`config.mk`:
```
export PLATFORM = sky130hd
export DESIGN_NAME = skinny_stream_io
export DESIGN_NICKNAME = d
export VERILOG_FILES = /design/src/rtl/skinny_stream_io.sv
export SDC_FILE = /design/constraint.sdc
export NUM_CORES = 1
export LEC_CHECK = 0
export CELL_PAD_IN_SITES_DETAIL_PLACEMENT = 0
export CELL_PAD_IN_SITES_GLOBAL_PLACEMENT = 2
export CORE_UTILIZATION = 33
export DETAILED_ROUTE_END_ITERATION = 7
export PLACE_DENSITY_LB_ADDON = 0.1
export SYNTH_ARGS = -nofsm -noshare
export SYNTH_HDL_FRONTEND = slang
export SYNTH_SLANG_ARGS = --single-unit
```
`constraint.sdc`:
```
create_clock -name clk_i -period 2.6 [get_ports clk_i]
set_input_delay 0.52 -clock clk_i [delete_from_list [all_inputs] [get_ports clk_i]]
set_output_delay 0.52 -clock clk_i [all_outputs]
set_load 0.05 [all_outputs]
```
`src/rtl/skinny_stream_io.sv`:
```
// Serial load/unload front end for a SKINNY-128 core: gathers plaintext and tweakey beats into
// full-width registers, pulses the core, captures ciphertext and streams it back out MSB-first.
module skinny_stream_io #(
    parameter int DW     = 8,
    parameter int TK_NUM = 3
) (
    input  logic                    clk_i,
    input  logic                    rst_ni,
    input  logic                    start_i,
    input  logic                    in_valid_i,
    output logic                    in_ready_o,
    input  logic [DW-1:0]           in_pt_i,
    input  logic [DW*TK_NUM-1:0]    in_tk_i,
    output logic                    core_start_o,
    output logic [127:0]            core_pt_o,
    output logic [128*TK_NUM-1:0]   core_tk_o,
    input  logic                    core_done_i,
    input  logic [127:0]            core_ct_i,
    output logic                    out_valid_o,
    input  logic                    out_ready_i,
    output logic [DW-1:0]           out_ct_o,
    output logic                    out_last_o,
    output logic                    busy_o,
    output logic                    done_o
);

    localparam int BEATS = 128 / DW;
    localparam int CW    = (BEATS > 1) ? $clog2(BEATS) : 1;
    localparam int TW    = DW * TK_NUM;
    localparam int KW    = 128 * TK_NUM;
    localparam logic [CW-1:0] LAST = CW'(BEATS - 1);

    typedef enum logic [1:0] {
        IDLE   = 2'd0,
        LOAD   = 2'd1,
        RUN    = 2'd2,
        UNLOAD = 2'd3
    } state_e;

    state_e          state_q;
    logic [CW-1:0]   cnt_q;
    logic [127:0]    pt_q;
    logic [KW-1:0]   tk_q;
    logic [127:0]    ct_q;
    logic            core_start_q;
    logic            done_q;
    logic            cnt_last;

    // One counter serves both directions: beats loaded in LOAD, beats emitted in UNLOAD.
    assign cnt_last = (cnt_q == LAST);

    always_ff @(posedge clk_i or negedge rst_ni) begin
        if (!rst_ni) begin
            state_q      <= IDLE;
            cnt_q        <= '0;
            pt_q         <= '0;
            tk_q         <= '0;
            ct_q         <= '0;
            core_start_q <= 1'b0;
            done_q       <= 1'b0;
        end else begin
            core_start_q <= 1'b0;
            done_q       <= 1'b0;
            case (state_q)
                IDLE: begin
                    if (start_i) begin
                        state_q <= LOAD;
                        cnt_q   <= '0;
                    end
                end
                LOAD: begin
                    if (in_valid_i) begin
                        for (int b = 0; b < BEATS; b++) begin
                            if (cnt_q == CW'(b)) begin
                                pt_q[127-b*DW -: DW] <= in_pt_i;
                                tk_q[KW-1-b*TW -: TW] <= in_tk_i;
                            end
                        end
                        if (cnt_last) begin
                            state_q      <= RUN;
                            core_start_q <= 1'b1;
                            cnt_q        <= '0;
                        end else begin
                            cnt_q <= cnt_q + 1'b1;
                        end
                    end
                end
                RUN: begin
                    // core_done coinciding with the core_start pulse is a legal fast core.
                    if (core_done_i) begin
                        ct_q    <= core_ct_i;
                        cnt_q   <= '0;
                        state_q <= UNLOAD;
                    end
                end
                UNLOAD: begin
                    if (out_ready_i) begin
                        if (cnt_last) begin
                            state_q <= IDLE;
                            done_q  <= 1'b1;
                            cnt_q   <= '0;
                        end else begin
                            cnt_q <= cnt_q + 1'b1;
                        end
                    end
                end
                default: state_q <= IDLE;
            endcase
        end
    end

    always_comb begin
        out_ct_o = '0;
        if (state_q == UNLOAD) begin
            for (int b = 0; b < BEATS; b++) begin
                if (cnt_q == CW'(b)) begin
                    out_ct_o = ct_q[127-b*DW -: DW];
                end
            end
        end
    end

    assign in_ready_o   = (state_q == LOAD);
    assign out_valid_o  = (state_q == UNLOAD);
    assign out_last_o   = (state_q == UNLOAD) && cnt_last;
    assign busy_o       = (state_q != IDLE);
    assign core_start_o = core_start_q;
    assign done_o       = done_q;
    assign core_pt_o    = pt_q;
    assign core_tk_o    = tk_q;

endmodule
```
==> impl_metrics.xml, run 1 <==
<?xml version="1.0" encoding="UTF-8"?>
<metrics>
  <group name="placed_design">
    <metric name="last_weighted_congestion_value_of_the_routability_driven_placer" unit="">0.868</metric>
    <metric name="place.detailed.hpwl" unit="mm">69.9</metric>
    <metric name="io_buffer_count" unit="">691</metric>
    <metric name="placed_cells" unit="">3396</metric>
  </group>
  <group name="synthesis">
    <metric name="synth_most_common_cell" unit="">sky130_fd_sc_hd__dfrtp_1</metric>
    <metric name="synthCells" unit="">1680</metric>
    <metric name="synth_warnings" unit="">0</metric>
    <metric name="synth_top_cells_by_count" unit="">648 x sky130_fd_sc_hd__dfrtp_1, 615 x sky130_fd_sc_hd__mux2_2, 50 x sky130_fd_sc_hd__clkbuf_1, 43 x sky130_fd_sc_hd__buf_2</metric>
    <metric name="netlist-cell-type-count" unit="">55</metric>
    <metric name="synth_area_leader_cell" unit="">sky130_fd_sc_hd__dfrtp_1</metric>
    <metric name="post_synth.cell_area_avg" unit="sq um">15.4</metric>
    <metric name="synth_area" unit="sq mm">0.0258</metric>
    <metric name="syn-num-nets" unit="">1855</metric>
    <metric name="async_reset_ff_frac" unit="">1.00</metric>
    <metric name="yosys_most_used_dff" unit="">sky130_fd_sc_hd__dfrtp_1</metric>
    <metric name="synth_edf_count" unit="">0</metric>
    <metric name="synth-seq-area-share" unit="">0.629</metric>
    <metric name="synth-seq-cells" unit="">648</metric>
    <metric name="synth_largest_type_area_fraction" unit="">0.629</metric>
    <metric name="netlist_top_cells_area" unit="">sky130_fd_sc_hd__dfrtp_1 63%, sky130_fd_sc_hd__mux2_2 27%, sky130_fd_sc_hd__mux2_1 1.1%, sky130_fd_sc_hd__buf_2 0.83%, sky130_fd_sc_hd__clkbuf_1 0.73%</metric>
  </group>
  <group name="sta">
    <metric name="max_freq" unit="GHz">0.311</metric>
    <metric name="layout_setup_ws" unit="ns">-0.618</metric>
    <metric name="timing.setup.tns" unit="ns">-4.79</metric>
    <metric name="finalWorstPathRequiredPeriod" unit="ns">3.22</metric>
    <metric name="setup_viol_count_final" unit="">9</metric>
    <metric name="final-max-slew-violation-count" unit="">0</metric>
    <metric name="tightest_slew" unit="ns">0.809</metric>
    <metric name="skew" unit="ns">0.0217</metric>
    <metric name="max_slew_margin" unit="">0.459</metric>
    <metric name="rsz_0062_raised_after_global_routing" unit="">yes</metric>
    <metric name="finalCritPeriodShare" unit="">1.24</metric>
    <metric name="finalHoldViolCount" unit="">0</metric>
  </group>
  <group name="global_route">
    <metric name="grt_antenna_before_repair" unit="">8</metric>
    <metric name="first_pass_grt_wire_length" unit="mm">138</metric>
    <metric name="grt_pass1_vias" unit="">18678</metric>
    <metric name="globalRoute.totalOverflow" unit="">0</metric>
    <metric name="grt_util_all_layers" unit="">0.243</metric>
    <metric name="largest_net_degree_at_the_start_of_global_routing" unit="">63</metric>
  </group>
  <group name="route">
    <metric name="drt_initial_violations" unit="">738</metric>
    <metric name="postRouteWirelength" unit="mm">96.8</metric>
    <metric name="detail_route.wl_per_cell" unit="um">27.3</metric>
    <metric name="average_via_count_per_standard_cell" unit="">4.86</metric>
    <metric name="total_vias_in_the_final_route" unit="">17214</metric>
    <metric name="drtAntennaViolNets" unit="">0</metric>
    <metric name="drc" unit="">0</metric>
    <metric name="dr.pass1.iters" unit="">5</metric>
  </group>
  <group name="worst_setup_path">
    <metric name="worst_path_dominant_cell_family" unit="">compound AO/OA/AOI/OAI gates</metric>
    <metric name="critPathLaunchType" unit="">flop</metric>
    <metric name="timing.critical_path.cells" unit="">ha_2 &gt; buf_6 &gt; and3b_2 &gt; a22o_1 &gt; a311oi_2 &gt; nand3_2 &gt; a22o_4 &gt; buf_12</metric>
    <metric name="cp_max_fo" unit="">7</metric>
    <metric name="worst_path_max_delay_cell" unit="">sky130_fd_sc_hd__dfrtp_2</metric>
    <metric name="cp_arrival" unit="ns">2.70</metric>
    <metric name="cp_slowest_stage_delay" unit="ns">0.45</metric>
    <metric name="critPathCaptureType" unit="">output pin</metric>
    <metric name="critPathRequiredTime" unit="ns">2.08</metric>
    <metric name="critPathBufInv" unit="">2</metric>
    <metric name="path_class" unit="">reg2out</metric>
    <metric name="reg2reg_slack" unit="ns">0.25</metric>
  </group>
  <group name="cts">
    <metric name="clock-root-buffer" unit="">sky130_fd_sc_hd__clkbuf_16</metric>
    <metric name="clk_pin_slew_worst_paths" unit="ns">0.06</metric>
    <metric name="number_of_h_tree_branching_levels" unit="">3</metric>
    <metric name="clkLatencyLatePin" unit="ns">0.62</metric>
    <metric name="cts_buffers" unit="">74</metric>
    <metric name="clock-sinks" unit="">648</metric>
    <metric name="max-clock-path-buffers" unit="">3</metric>
    <metric name="cts_tree" unit="">built</metric>
  </group>
  <group name="power_and_ir_drop">
    <metric name="p_per_area" unit="mW/mm^2">1250</metric>
    <metric name="power.static_leakage" unit="nW">17.0</metric>
    <metric name="ir_drop" unit="mV">0.774</metric>
    <metric name="fin_total_pwr" unit="mW">47.3</metric>
  </group>
  <group name="floorplanning">
    <metric name="number_of_primary_i_o_pins" unit="">692</metric>
    <metric name="num_rows" unit="">102</metric>
    <metric name="die_w" unit="um">282</metric>
    <metric name="placeableCoreArea" unit="sq mm">0.0775</metric>
    <metric name="design.die.area" unit="sq mm">0.0793</metric>
    <metric name="die_h" unit="um">282</metric>
    <metric name="floorplan.initialDensity" unit="">0.333</metric>
  </group>
  <group name="min_path">
    <metric name="hold_path.class" unit="">in2async</metric>
  </group>
  <group name="run_status">
    <metric name="violations" unit="">setup timing</metric>
    <metric name="result_of_the_run" unit="">finished, violations left</metric>
  </group>
  <group name="final_layout">
    <metric name="drive_gt1_frac" unit="">0.375</metric>
    <metric name="final-instance-count-excl-fill" unit="">3542</metric>
    <metric name="finalNetCount" unit="">2616</metric>
    <metric name="synthToLayoutAreaGrowth" unit="%">46.9</metric>
  </group>
  <group name="run">
    <metric name="cap_violations" unit="">0</metric>
  </group>
</metrics>
==> layer usage <==
metal	wire length, um	global-route usage	vias up
li1	-	-	7519
met1	37600	0.289	9025
met3	7000	0.0767	145
met2	48900	0.413	519
met5	34	0	-
met4	3310	0.0825	6
==> sequential cells by signal, summed over array words and instances, names as in the netlist <==
signal        count
core_pt_o       128
cnt_q             4
ct_q            128
done_o            1
core_start_o      1
state_q           2
core_tk_o       384
==> cells in the final DEF (no fill, tap or decap), types with 4 or more instances in the layout <==
cell / n
sky130_fd_sc_hd__a21o_1: 7
sky130_fd_sc_hd__a21oi_1: 27
sky130_fd_sc_hd__a221oi_1: 4
sky130_fd_sc_hd__a221oi_2: 6
sky130_fd_sc_hd__a22o_1: 13
sky130_fd_sc_hd__a311oi_2: 4
sky130_fd_sc_hd__a32oi_2: 7
sky130_fd_sc_hd__buf_12: 46
sky130_fd_sc_hd__buf_4: 73
sky130_fd_sc_hd__buf_6: 6
sky130_fd_sc_hd__bufinv_16: 8
sky130_fd_sc_hd__clkbuf_1: 15
sky130_fd_sc_hd__clkbuf_16: 77
sky130_fd_sc_hd__clkbuf_8: 22
sky130_fd_sc_hd__clkdlybuf4s50_1: 677
sky130_fd_sc_hd__clkinv_2: 11
sky130_fd_sc_hd__dfrtp_1: 646
sky130_fd_sc_hd__ha_1: 4
sky130_fd_sc_hd__inv_1: 26
sky130_fd_sc_hd__mux2_1: 26
sky130_fd_sc_hd__mux2_2: 615
sky130_fd_sc_hd__nand2_1: 18
sky130_fd_sc_hd__nand2_2: 4
sky130_fd_sc_hd__nand2b_1: 6
sky130_fd_sc_hd__nand3_1: 7
sky130_fd_sc_hd__nand3b_1: 16
sky130_fd_sc_hd__nor2_1: 8
sky130_fd_sc_hd__nor2_4: 13
sky130_fd_sc_hd__nor2b_1: 10
sky130_fd_sc_hd__o21ai_0: 12
sky130_fd_sc_hd__o221ai_1: 10
sky130_fd_sc_hd__o221ai_2: 5
sky130_fd_sc_hd__o22ai_1: 6
sky130_fd_sc_hd__o22ai_2: 4
==> cell families after synthesis <==
kind of cell	after synthesis	synth area share
and+or+nand+nor	103	0.0239
DFF	648	0.629
adders and majority gates	9	0.00436
buffers and inverters	151	0.0274
AOI/OAI and AO/OA	126	0.0353
muxes	643	0.281
==> final cells by class <==
type                            count  area [sq um]
Multi-Input combinational cell    881          9260
Sequential cell                   648         16200
Tap cell                         1040          1300
Antenna cell                        1          2.50
Clock buffer                      113          2260
Timing Repair Buffer              806          8370
Fill cell                        6833         39600
Clock inverter                     23           367
Inverter                           30           115
==> path summary, 6_finish.rpt <==
path / startpoint / endpoint / depth (start not counted)
max: cnt_q[0] / out_ct_o[6] / 8
min: rst_ni / ct_q[108] / 2
max reg2reg: cnt_q[0] / core_pt_o[13] / 9
min reg2reg: core_tk_o[297] / core_tk_o[297] / 1
max in group asynchronous: rst_ni / core_tk_o[195] / 4
min in group clk_i: core_tk_o[297] / core_tk_o[297] / 1
==> where the power goes <==
part / internal, mW / total [mW] / switching, mW / leakage [nW]
registers: 13.3 / 15.4 / 2.08 / 8.46
clock network: 6.81 / 11.2 / 4.34 / 1.30
logic: 7.78 / 20.8 / 13.0 / 7.20
total: 27.9 / 47.3 / 19.4 / 17.0
==> worst reg2reg max path: cells and delay by family (launching register included) <==
kind,cells,cell delay [ns]
simple gates,2,0.50
fa+ha+maj,1,0.17
mux,1,0.33
flops,1,0.45
buf+inv,5,0.81
==> what timing repair did <==
action                                  CTS  global route
resized for setup                        48            14
cloned                                    0             1
pin swaps                                16            12
endpoints found under the hold margin    31             0
endpoints found under the setup margin   10             9
hold buffers                              1             0
setup buffers                             5             2
==> metrics by stage <==
stage / setup slack [ns] / util / instance area (sq um) / hold WS, ns
detailed placement: -0.123 / 0.450 / 34900 / 0.474
global placement: -0.105 / 0.450 / 34900 / 0.469
CTS: -0.641 / 0.488 / 37800 / 0.454
finish: -0.618 / 0.489 / 37900 / 0.482
global route: -0.765 / 0.489 / 37900 / 0.472
floorplan: -0.0936 / - / 25800 / 0.224
Note: power is estimated with default switching activity, not from simulation.
==> run 2: changes to the inputs <==
CAP_MARGIN = 10   (was unset)
CORE_MARGIN = 5   (was unset)
==> run 2 against run 1 <==
- the run still ends with setup timing left
- first-iteration DRC count increased by 4.5%
- clock power fell by 5%
- clock skew about the same
- via count grew 0.52%
- utilization down 0.18 points
- total power fell by 1.1%
- design area shrank 0.37%
- non-clock buffer count grew 2
- sequential share of layout area increased by 0.16 points
==> impl_metrics.xml, run 2 (same netlist as run 1, synthesis figures left out) <==
<?xml version="1.0" encoding="UTF-8"?>
<metrics>
  <group name="run_status">
    <metric name="result_of_the_run" unit="">finished, violations left</metric>
    <metric name="violations" unit="">setup timing</metric>
  </group>
  <group name="worst_setup_path">
    <metric name="rr_worst_depth" unit="">9</metric>
    <metric name="cp_slowest_stage_delay" unit="ns">0.43</metric>
    <metric name="timing.critical_path.cells" unit="">buf_6 &gt; ha_4 &gt; buf_12 &gt; nor3b_4 &gt; nand2_1 &gt; a32oi_2 &gt; a21oi_1 &gt; a22o_1 &gt; buf_12</metric>
    <metric name="worst_path_max_delay_cell" unit="">sky130_fd_sc_hd__dfrtp_2</metric>
    <metric name="cp_max_fo" unit="">8</metric>
    <metric name="critPathRequiredTime" unit="ns">2.08</metric>
    <metric name="critPathMostFrequentCell" unit="">sky130_fd_sc_hd__buf_12</metric>
    <metric name="cp_arrival" unit="ns">2.75</metric>
    <metric name="critPathLaunchType" unit="">flop</metric>
    <metric name="reg2reg_slack" unit="ns">0.22</metric>
    <metric name="worstReg2RegStart" unit="">cnt_q[0]</metric>
    <metric name="crit_end" unit="">out_ct_o[0]</metric>
    <metric name="critPathCaptureType" unit="">output pin</metric>
    <metric name="worst_reg2reg_endpoint" unit="">core_pt_o[42]</metric>
    <metric name="critical_path.startpoint" unit="">cnt_q[0]</metric>
    <metric name="path_class" unit="">reg2out</metric>
  </group>
  <group name="power_and_ir_drop">
    <metric name="power.static_leakage" unit="nW">16.9</metric>
    <metric name="ir_drop" unit="mV">0.846</metric>
    <metric name="p_per_area" unit="mW/mm^2">1240</metric>
  </group>
  <group name="route">
    <metric name="drtAntennaViolNets" unit="">0</metric>
    <metric name="drc" unit="">0</metric>
    <metric name="total_vias_in_the_final_route" unit="">17304</metric>
    <metric name="drt_initial_violations" unit="">771</metric>
    <metric name="postRouteWirelength" unit="mm">99.2</metric>
    <metric name="detail_route.wl_per_cell" unit="um">28.0</metric>
    <metric name="average_via_count_per_standard_cell" unit="">4.88</metric>
    <metric name="dr.pass1.iters" unit="">6</metric>
  </group>
  <group name="placed_design">
    <metric name="last_weighted_congestion_value_of_the_routability_driven_placer" unit="">0.837</metric>
    <metric name="place.detailed.hpwl" unit="mm">72.4</metric>
    <metric name="placed_cells" unit="">3400</metric>
    <metric name="io_buffer_count" unit="">691</metric>
    <metric name="dp_worst_setup_slack" unit="ns">-0.109</metric>
  </group>
  <group name="global_route">
    <metric name="grt_antenna_before_repair" unit="">2</metric>
    <metric name="globalRoute.totalOverflow" unit="">0</metric>
    <metric name="grt_util_all_layers" unit="">0.231</metric>
    <metric name="first_pass_grt_wire_length" unit="mm">141</metric>
    <metric name="grt_pass1_vias" unit="">18935</metric>
    <metric name="largest_net_degree_at_the_start_of_global_routing" unit="">91</metric>
  </group>
  <group name="final_layout">
    <metric name="final_cell_mix" unit="">675 x sky130_fd_sc_hd__clkdlybuf4s50_1, 646 x sky130_fd_sc_hd__dfrtp_1, 615 x sky130_fd_sc_hd__mux2_2</metric>
    <metric name="seq_area" unit="sq mm">0.0162</metric>
    <metric name="multi_input_gate_area_in_the_final_layout" unit="sq mm">0.00920</metric>
    <metric name="layout_commonest_cell" unit="">sky130_fd_sc_hd__clkdlybuf4s50_1</metric>
    <metric name="num-fill-cells" unit="">6861</metric>
    <metric name="largest_reg_flops" unit="">384</metric>
    <metric name="drive_gt1_frac" unit="">0.374</metric>
    <metric name="finalNetCount" unit="">2620</metric>
    <metric name="synthToLayoutAreaGrowth" unit="%">46.3</metric>
    <metric name="final-instance-count-excl-fill" unit="">3543</metric>
  </group>
  <group name="cts">
    <metric name="clock-root-buffer" unit="">sky130_fd_sc_hd__clkbuf_16</metric>
    <metric name="cts_tree" unit="">built</metric>
    <metric name="cts_buffers" unit="">76</metric>
    <metric name="clkLatencyLatePin" unit="ns">0.63</metric>
    <metric name="max-clock-path-buffers" unit="">3</metric>
    <metric name="clock-sinks" unit="">648</metric>
    <metric name="clk_pin_slew_worst_paths" unit="ns">0.06</metric>
    <metric name="number_of_h_tree_branching_levels" unit="">3</metric>
  </group>
  <group name="sta">
    <metric name="finalWorstPathRequiredPeriod" unit="ns">3.27</metric>
    <metric name="finalHoldViolCount" unit="">0</metric>
    <metric name="max_slew_margin" unit="">0.439</metric>
    <metric name="timing.setup.tns" unit="ns">-5.06</metric>
    <metric name="skew" unit="ns">0.0217</metric>
    <metric name="rsz_0062_raised_after_global_routing" unit="">yes</metric>
    <metric name="finalCritPeriodShare" unit="">1.26</metric>
    <metric name="tightest_slew" unit="ns">0.838</metric>
    <metric name="final-max-slew-violation-count" unit="">0</metric>
    <metric name="layout_setup_ws" unit="ns">-0.669</metric>
    <metric name="max_freq" unit="GHz">0.306</metric>
    <metric name="setup_viol_count_final" unit="">9</metric>
  </group>
  <group name="floorplanning">
    <metric name="floorplan.initialDensity" unit="">0.333</metric>
    <metric name="die_w" unit="um">290</metric>
    <metric name="design.die.area" unit="sq mm">0.0839</metric>
    <metric name="die_h" unit="um">290</metric>
    <metric name="number_of_primary_i_o_pins" unit="">692</metric>
    <metric name="placeableCoreArea" unit="sq mm">0.0775</metric>
    <metric name="num_rows" unit="">102</metric>
  </group>
  <group name="min_path">
    <metric name="hold_path.class" unit="">in2async</metric>
  </group>
  <group name="run">
    <metric name="cap_violations" unit="">0</metric>
  </group>
</metrics>
-- run 2: cell types whose count changed in the layout (fill, tap and decap cells not counted), sizes merged --
cell | previous run | this run
buf | 126 | 129
bufbuf | 0 | 2
bufinv | 8 | 4
clkbuf | 114 | 105
clkdlybuf4s50 | 677 | 675
clkinv | 14 | 20
clkinvlp | 0 | 1
diode | 1 | 2
inv | 31 | 34
-- run 2: area by class of cell --
type                       count  share of cell area
antenna                        2            0.000133
clock buffer                 105              0.0570
clock inverter                29             0.00862
inverter                      30             0.00305
multi-input combinational    881               0.244
sequential                   648               0.430
tap                         1040              0.0345
timing repair buffer         808               0.223
-- run 2: repair_timing --
item | CTS | global route
setup endpoints to repair | 10 | 9
hold endpoints to repair | 39 | 0
gates resized for setup | 36 | 7
gates cloned | 2 | 0
hold buffers | 1 | 0
pin swaps | 23 | 10
setup buffers | 4 | 0
-- run 2: critical path: cells and delay by family (launching register included) --
| kind | cells | cell delay, ns |
|---|---|---|
| adder cells (fa/ha/maj) | 1 | 0.18 |
| AO/OA/AOI/OAI | 3 | 0.66 |
| AND/OR/NAND/NOR | 2 | 0.44 |
| flip-flops | 1 | 0.43 |
| buffers and inverters | 3 | 0.43 |
-- run 2: power by group --
part           internal, mW  switching, mW
logic                  7.79           13.0
clock network          6.23           4.39
registers              13.3           2.08
-- run 2: per-layer routing --
layer,vias up,share of wire,track usage
met1,9090,0.39,0.276
met3,142,0.071,0.0721
li1,7528,-,-
met2,544,0.51,0.402
met4,0,0.034,0.0682
met5,-,0,0
-- run 2: how the worst min path moves through the flow --
stage,slack [ns],depth (start not counted),end,startpoint
after floorplan,0.22,0,cnt_q[0],rst_ni
after global placement,0.47,1,core_tk_o[299],core_tk_o[299]
after detailed placement,0.48,1,core_tk_o[299],core_tk_o[299]
after CTS,0.43,2,ct_q[46],rst_ni
after global routing,0.45,2,ct_q[18],rst_ni
final,0.42,2,ct_q[18],rst_ni
-- run 2: per-stage QoR --
stage | hold WS, ns | power [mW] | area [sq um] | util
4_1_cts | 0.429 | 47.4 | 37700 | 0.487
6_report | 0.420 | 46.8 | 37800 | 0.487
2_1_floorplan | 0.224 | 27.7 | 25800 | -
3_5_place_dp | 0.476 | 36.2 | 35000 | 0.451
5_1_grt | 0.450 | 48.7 | 37800 | 0.487
3_3_place_gp | 0.470 | 36.1 | 35000 | 0.451
==> run 3: changes to the inputs <==
ABC_AREA = 1   (was unset)
CORE_UTILIZATION = 29   (was 33)
==> run 3 against run 2 <==
- the run still ends with setup timing left
- worst hold slack better by 0.049 ns
- sequential cell count is the same
- maximum frequency decreased by 3.9%
- critical path type unchanged
- critical endpoint is now out_ct_o[2]
==> impl_metrics.xml, run 3 <==
<?xml version="1.0" encoding="UTF-8"?>
<metrics>
  <group name="run_status">
    <metric name="result_of_the_run" unit="">finished, violations left</metric>
    <metric name="violations" unit="">setup timing</metric>
  </group>
  <group name="power_and_ir_drop">
    <metric name="ir_drop" unit="mV">0.617</metric>
    <metric name="fin_total_pwr" unit="mW">44.6</metric>
    <metric name="power.static_leakage" unit="nW">17.0</metric>
    <metric name="p_per_area" unit="mW/mm^2">1190</metric>
  </group>
  <group name="global_route">
    <metric name="grt_util_all_layers" unit="">0.230</metric>
    <metric name="first_pass_grt_wire_length" unit="mm">153</metric>
    <metric name="largest_net_degree_at_the_start_of_global_routing" unit="">77</metric>
    <metric name="globalRoute.totalOverflow" unit="">0</metric>
    <metric name="grt_pass1_vias" unit="">20969</metric>
    <metric name="grt_antenna_before_repair" unit="">3</metric>
  </group>
  <group name="synthesis">
    <metric name="synth_edf_count" unit="">0</metric>
    <metric name="synth_area" unit="sq mm">0.0248</metric>
    <metric name="synth_largest_type_area_fraction" unit="">0.653</metric>
    <metric name="yosys_most_used_dff" unit="">sky130_fd_sc_hd__dfrtp_1</metric>
    <metric name="synth-seq-cells" unit="">648</metric>
    <metric name="netlist_top_cells_area" unit="">sky130_fd_sc_hd__dfrtp_1 65%, sky130_fd_sc_hd__nand2_1 6.7%, sky130_fd_sc_hd__mux2_2 5.8%, sky130_fd_sc_hd__a21oi_1 5.4%, sky130_fd_sc_hd__o21ai_0 5.3%</metric>
    <metric name="async_reset_ff_frac" unit="">1.00</metric>
    <metric name="synthCells" unit="">2422</metric>
    <metric name="synth_most_common_cell" unit="">sky130_fd_sc_hd__dfrtp_1</metric>
    <metric name="synth_area_leader_cell" unit="">sky130_fd_sc_hd__dfrtp_1</metric>
    <metric name="synth_warnings" unit="">0</metric>
    <metric name="post_synth.cell_area_avg" unit="sq um">10.3</metric>
    <metric name="syn-num-nets" unit="">2597</metric>
    <metric name="synth_top_cells_by_count" unit="">648 x sky130_fd_sc_hd__dfrtp_1, 442 x sky130_fd_sc_hd__nand2_1, 330 x sky130_fd_sc_hd__nor2_1, 269 x sky130_fd_sc_hd__a21oi_1, 265 x sky130_fd_sc_hd__o21ai_0</metric>
    <metric name="netlist-cell-type-count" unit="">26</metric>
    <metric name="synth-seq-area-share" unit="">0.653</metric>
  </group>
  <group name="final_layout">
    <metric name="multi_input_gate_area_in_the_final_layout" unit="sq mm">0.00803</metric>
    <metric name="drive_gt1_frac" unit="">0.172</metric>
    <metric name="seq_area" unit="sq mm">0.0162</metric>
    <metric name="largest_reg_flops" unit="">384</metric>
    <metric name="finalNetCount" unit="">3387</metric>
    <metric name="layout_commonest_cell" unit="">sky130_fd_sc_hd__clkdlybuf4s50_1</metric>
    <metric name="final_area" unit="sq mm">0.0375</metric>
    <metric name="num-fill-cells" unit="">8202</metric>
    <metric name="final_cell_mix" unit="">678 x sky130_fd_sc_hd__clkdlybuf4s50_1, 647 x sky130_fd_sc_hd__dfrtp_1, 399 x sky130_fd_sc_hd__nand2_1</metric>
    <metric name="final-instance-count-excl-fill" unit="">4420</metric>
    <metric name="synthToLayoutAreaGrowth" unit="%">51.0</metric>
  </group>
  <group name="sta">
    <metric name="finalHoldViolCount" unit="">0</metric>
    <metric name="finalWorstPathRequiredPeriod" unit="ns">3.40</metric>
    <metric name="setup_viol_count_final" unit="">9</metric>
    <metric name="tightest_slew" unit="ns">0.726</metric>
    <metric name="timing.setup.tns" unit="ns">-6.35</metric>
    <metric name="skew" unit="ns">0.0203</metric>
    <metric name="final-max-slew-violation-count" unit="">0</metric>
    <metric name="max_freq" unit="GHz">0.294</metric>
    <metric name="max_slew_margin" unit="">0.514</metric>
    <metric name="rsz_0062_raised_after_global_routing" unit="">yes</metric>
    <metric name="finalCritPeriodShare" unit="">1.31</metric>
    <metric name="layout_setup_ws" unit="ns">-0.802</metric>
    <metric name="fin_hold_ws" unit="ns">0.469</metric>
  </group>
  <group name="placed_design">
    <metric name="last_weighted_congestion_value_of_the_routability_driven_placer" unit="">0.876</metric>
    <metric name="io_buffer_count" unit="">691</metric>
    <metric name="placed_cells" unit="">4262</metric>
    <metric name="place.detailed.hpwl" unit="mm">77.7</metric>
    <metric name="dpl_cell_area" unit="sq mm">0.0344</metric>
  </group>
  <group name="worst_setup_path">
    <metric name="cp_arrival" unit="ns">2.88</metric>
    <metric name="worstReg2RegStart" unit="">cnt_q[0]</metric>
    <metric name="reg2reg_slack" unit="ns">0.23</metric>
    <metric name="critPathRequiredTime" unit="ns">2.08</metric>
    <metric name="rr_worst_depth" unit="">13</metric>
    <metric name="critPathCaptureType" unit="">output pin</metric>
    <metric name="cp_max_fo" unit="">5</metric>
    <metric name="path_class" unit="">reg2out</metric>
    <metric name="critPathLaunchType" unit="">flop</metric>
    <metric name="worst_reg2reg_endpoint" unit="">core_pt_o[34]</metric>
  </group>
  <group name="route">
    <metric name="drtAntennaViolNets" unit="">0</metric>
    <metric name="dr.pass1.iters" unit="">5</metric>
    <metric name="drc" unit="">0</metric>
    <metric name="postRouteWirelength" unit="mm">108</metric>
    <metric name="average_via_count_per_standard_cell" unit="">4.58</metric>
    <metric name="drt_initial_violations" unit="">1180</metric>
    <metric name="total_vias_in_the_final_route" unit="">20246</metric>
    <metric name="detail_route.wl_per_cell" unit="um">24.5</metric>
  </group>
  <group name="min_path">
    <metric name="hold_path.class" unit="">in2async</metric>
  </group>
  <group name="cts">
    <metric name="max-clock-path-buffers" unit="">3</metric>
    <metric name="cts_buffers" unit="">75</metric>
    <metric name="cts_tree" unit="">built</metric>
    <metric name="number_of_h_tree_branching_levels" unit="">3</metric>
    <metric name="clkLatencyLatePin" unit="ns">0.63</metric>
    <metric name="clk_pin_slew_worst_paths" unit="ns">0.06</metric>
    <metric name="clock-sinks" unit="">648</metric>
    <metric name="clock-root-buffer" unit="">sky130_fd_sc_hd__clkbuf_16</metric>
  </group>
  <group name="floorplanning">
    <metric name="number_of_primary_i_o_pins" unit="">692</metric>
    <metric name="die_w" unit="um">303</metric>
    <metric name="floorplan.initialDensity" unit="">0.292</metric>
    <metric name="num_rows" unit="">107</metric>
    <metric name="placeableCoreArea" unit="sq mm">0.0851</metric>
    <metric name="die_h" unit="um">303</metric>
    <metric name="design.die.area" unit="sq mm">0.0916</metric>
  </group>
  <group name="run">
    <metric name="cap_violations" unit="">0</metric>
  </group>
</metrics>
==> run 3: changes by cell type in the layout (fill, tap and decap cells not counted), moves of 15 or more <==
cell / delta
sky130_fd_sc_hd__nand2_2: +39
sky130_fd_sc_hd__nand3_1: +15
sky130_fd_sc_hd__nand3b_1: -16
sky130_fd_sc_hd__nand2_1: +380
sky130_fd_sc_hd__nor2_1: +314
sky130_fd_sc_hd__o21ai_0: +252
sky130_fd_sc_hd__buf_4: +44
sky130_fd_sc_hd__inv_1: +44
sky130_fd_sc_hd__mux2_2: -488
sky130_fd_sc_hd__a21oi_1: +240
sky130_fd_sc_hd__mux2_1: -26
sky130_fd_sc_hd__nand3_2: +21
==> run 3: routing by layer <==
layer,vias to the layer above,share of wire,GRT usage
li1,9489,-,-
met1,10039,0.40,0.281
met2,568,0.49,0.392
met3,150,0.074,0.0663
met4,0,0.036,0.0767
met5,-,0,0
==> run 3: cell type report <==
type / instances / share of cell area
sequential: 648 / 0.432
timing repair buffer: 861 / 0.234
multi-input combinational: 1530 / 0.214
clock buffer: 113 / 0.0600
tap: 1144 / 0.0382
clock inverter: 25 / 0.0110
inverter: 95 / 0.00984
timing repair inverter: 1 / 0.000200
antenna: 3 / 0.000200
==> run 3: worst max path at each step <==
stage	slack, ns	from	endpoint
after CTS	-0.85	cnt_q[2]	out_ct_o[7]
after global routing	-1.0	cnt_q[0]	out_ct_o[2]
after detailed placement	-0.41	cnt_q[0]	out_ct_o[7]
after global placement	-0.35	cnt_q[1]	out_ct_o[7]
final	-0.80	cnt_q[0]	out_ct_o[2]
after floorplan	-0.06	cnt_q[0]	out_ct_o[0]
==> run 3: logic make-up after synthesis <==
kind of cell,Yosys count,share of synthesized area
fa+ha+maj,9,0.00453
simple gates,855,0.137
buf+inv,245,0.0394
compound gates,538,0.108
flops,648,0.653
mux,127,0.0576
==> run 3: repair_timing <==
item | in CTS | in global routing
resized for setup | 73 | 37
endpoints found under the hold margin | 27 | 0
cloned | 2 | 0
setup endpoints to repair | 12 | 23
hold buffers | 1 | 0
pin swaps | 26 | 22
buffers inserted | 13 | 1
==> run 3: through the flow <==
step                      utilization  setup slack [ns]
after floorplan                     -           -0.0560
after global placement          0.404            -0.354
after detailed placement        0.404            -0.405
after CTS                       0.439            -0.848
after global routing            0.441            -0.998
final                           0.441            -0.802
==> run 3: critical path, stage by stage (launching register included) <==
cell and delay (ns):
sky130_fd_sc_hd__dfrtp_1 0.42, sky130_fd_sc_hd__inv_2 0.13, sky130_fd_sc_hd__ha_4 0.18, sky130_fd_sc_hd__buf_6 0.10, sky130_fd_sc_hd__inv_4 0.04, sky130_fd_sc_hd__nor2_4 0.17
sky130_fd_sc_hd__clkinvlp_4 0.18, sky130_fd_sc_hd__nor2_1 0.12, sky130_fd_sc_hd__nor2_1 0.05, sky130_fd_sc_hd__nand2_1 0.09, sky130_fd_sc_hd__nand3_2 0.07, sky130_fd_sc_hd__nand2_1 0.08
sky130_fd_sc_hd__nand3_2 0.08, sky130_fd_sc_hd__nand3_2 0.09, sky130_fd_sc_hd__nand2_1 0.05, sky130_fd_sc_hd__nand2_1 0.07, sky130_fd_sc_hd__nand2_1 0.06, sky130_fd_sc_hd__nand2_1 0.08
sky130_fd_sc_hd__nand2_2 0.07, sky130_fd_sc_hd__buf_12 0.14
==> run 3: power by group <==
part	internal, mW	total (mW)	switching (mW)
Sequential	12.9	14.8	1.84
Clock	6.82	11.3	4.43
Combinational	6.46	18.5	12.1
Total	26.2	44.6	18.3
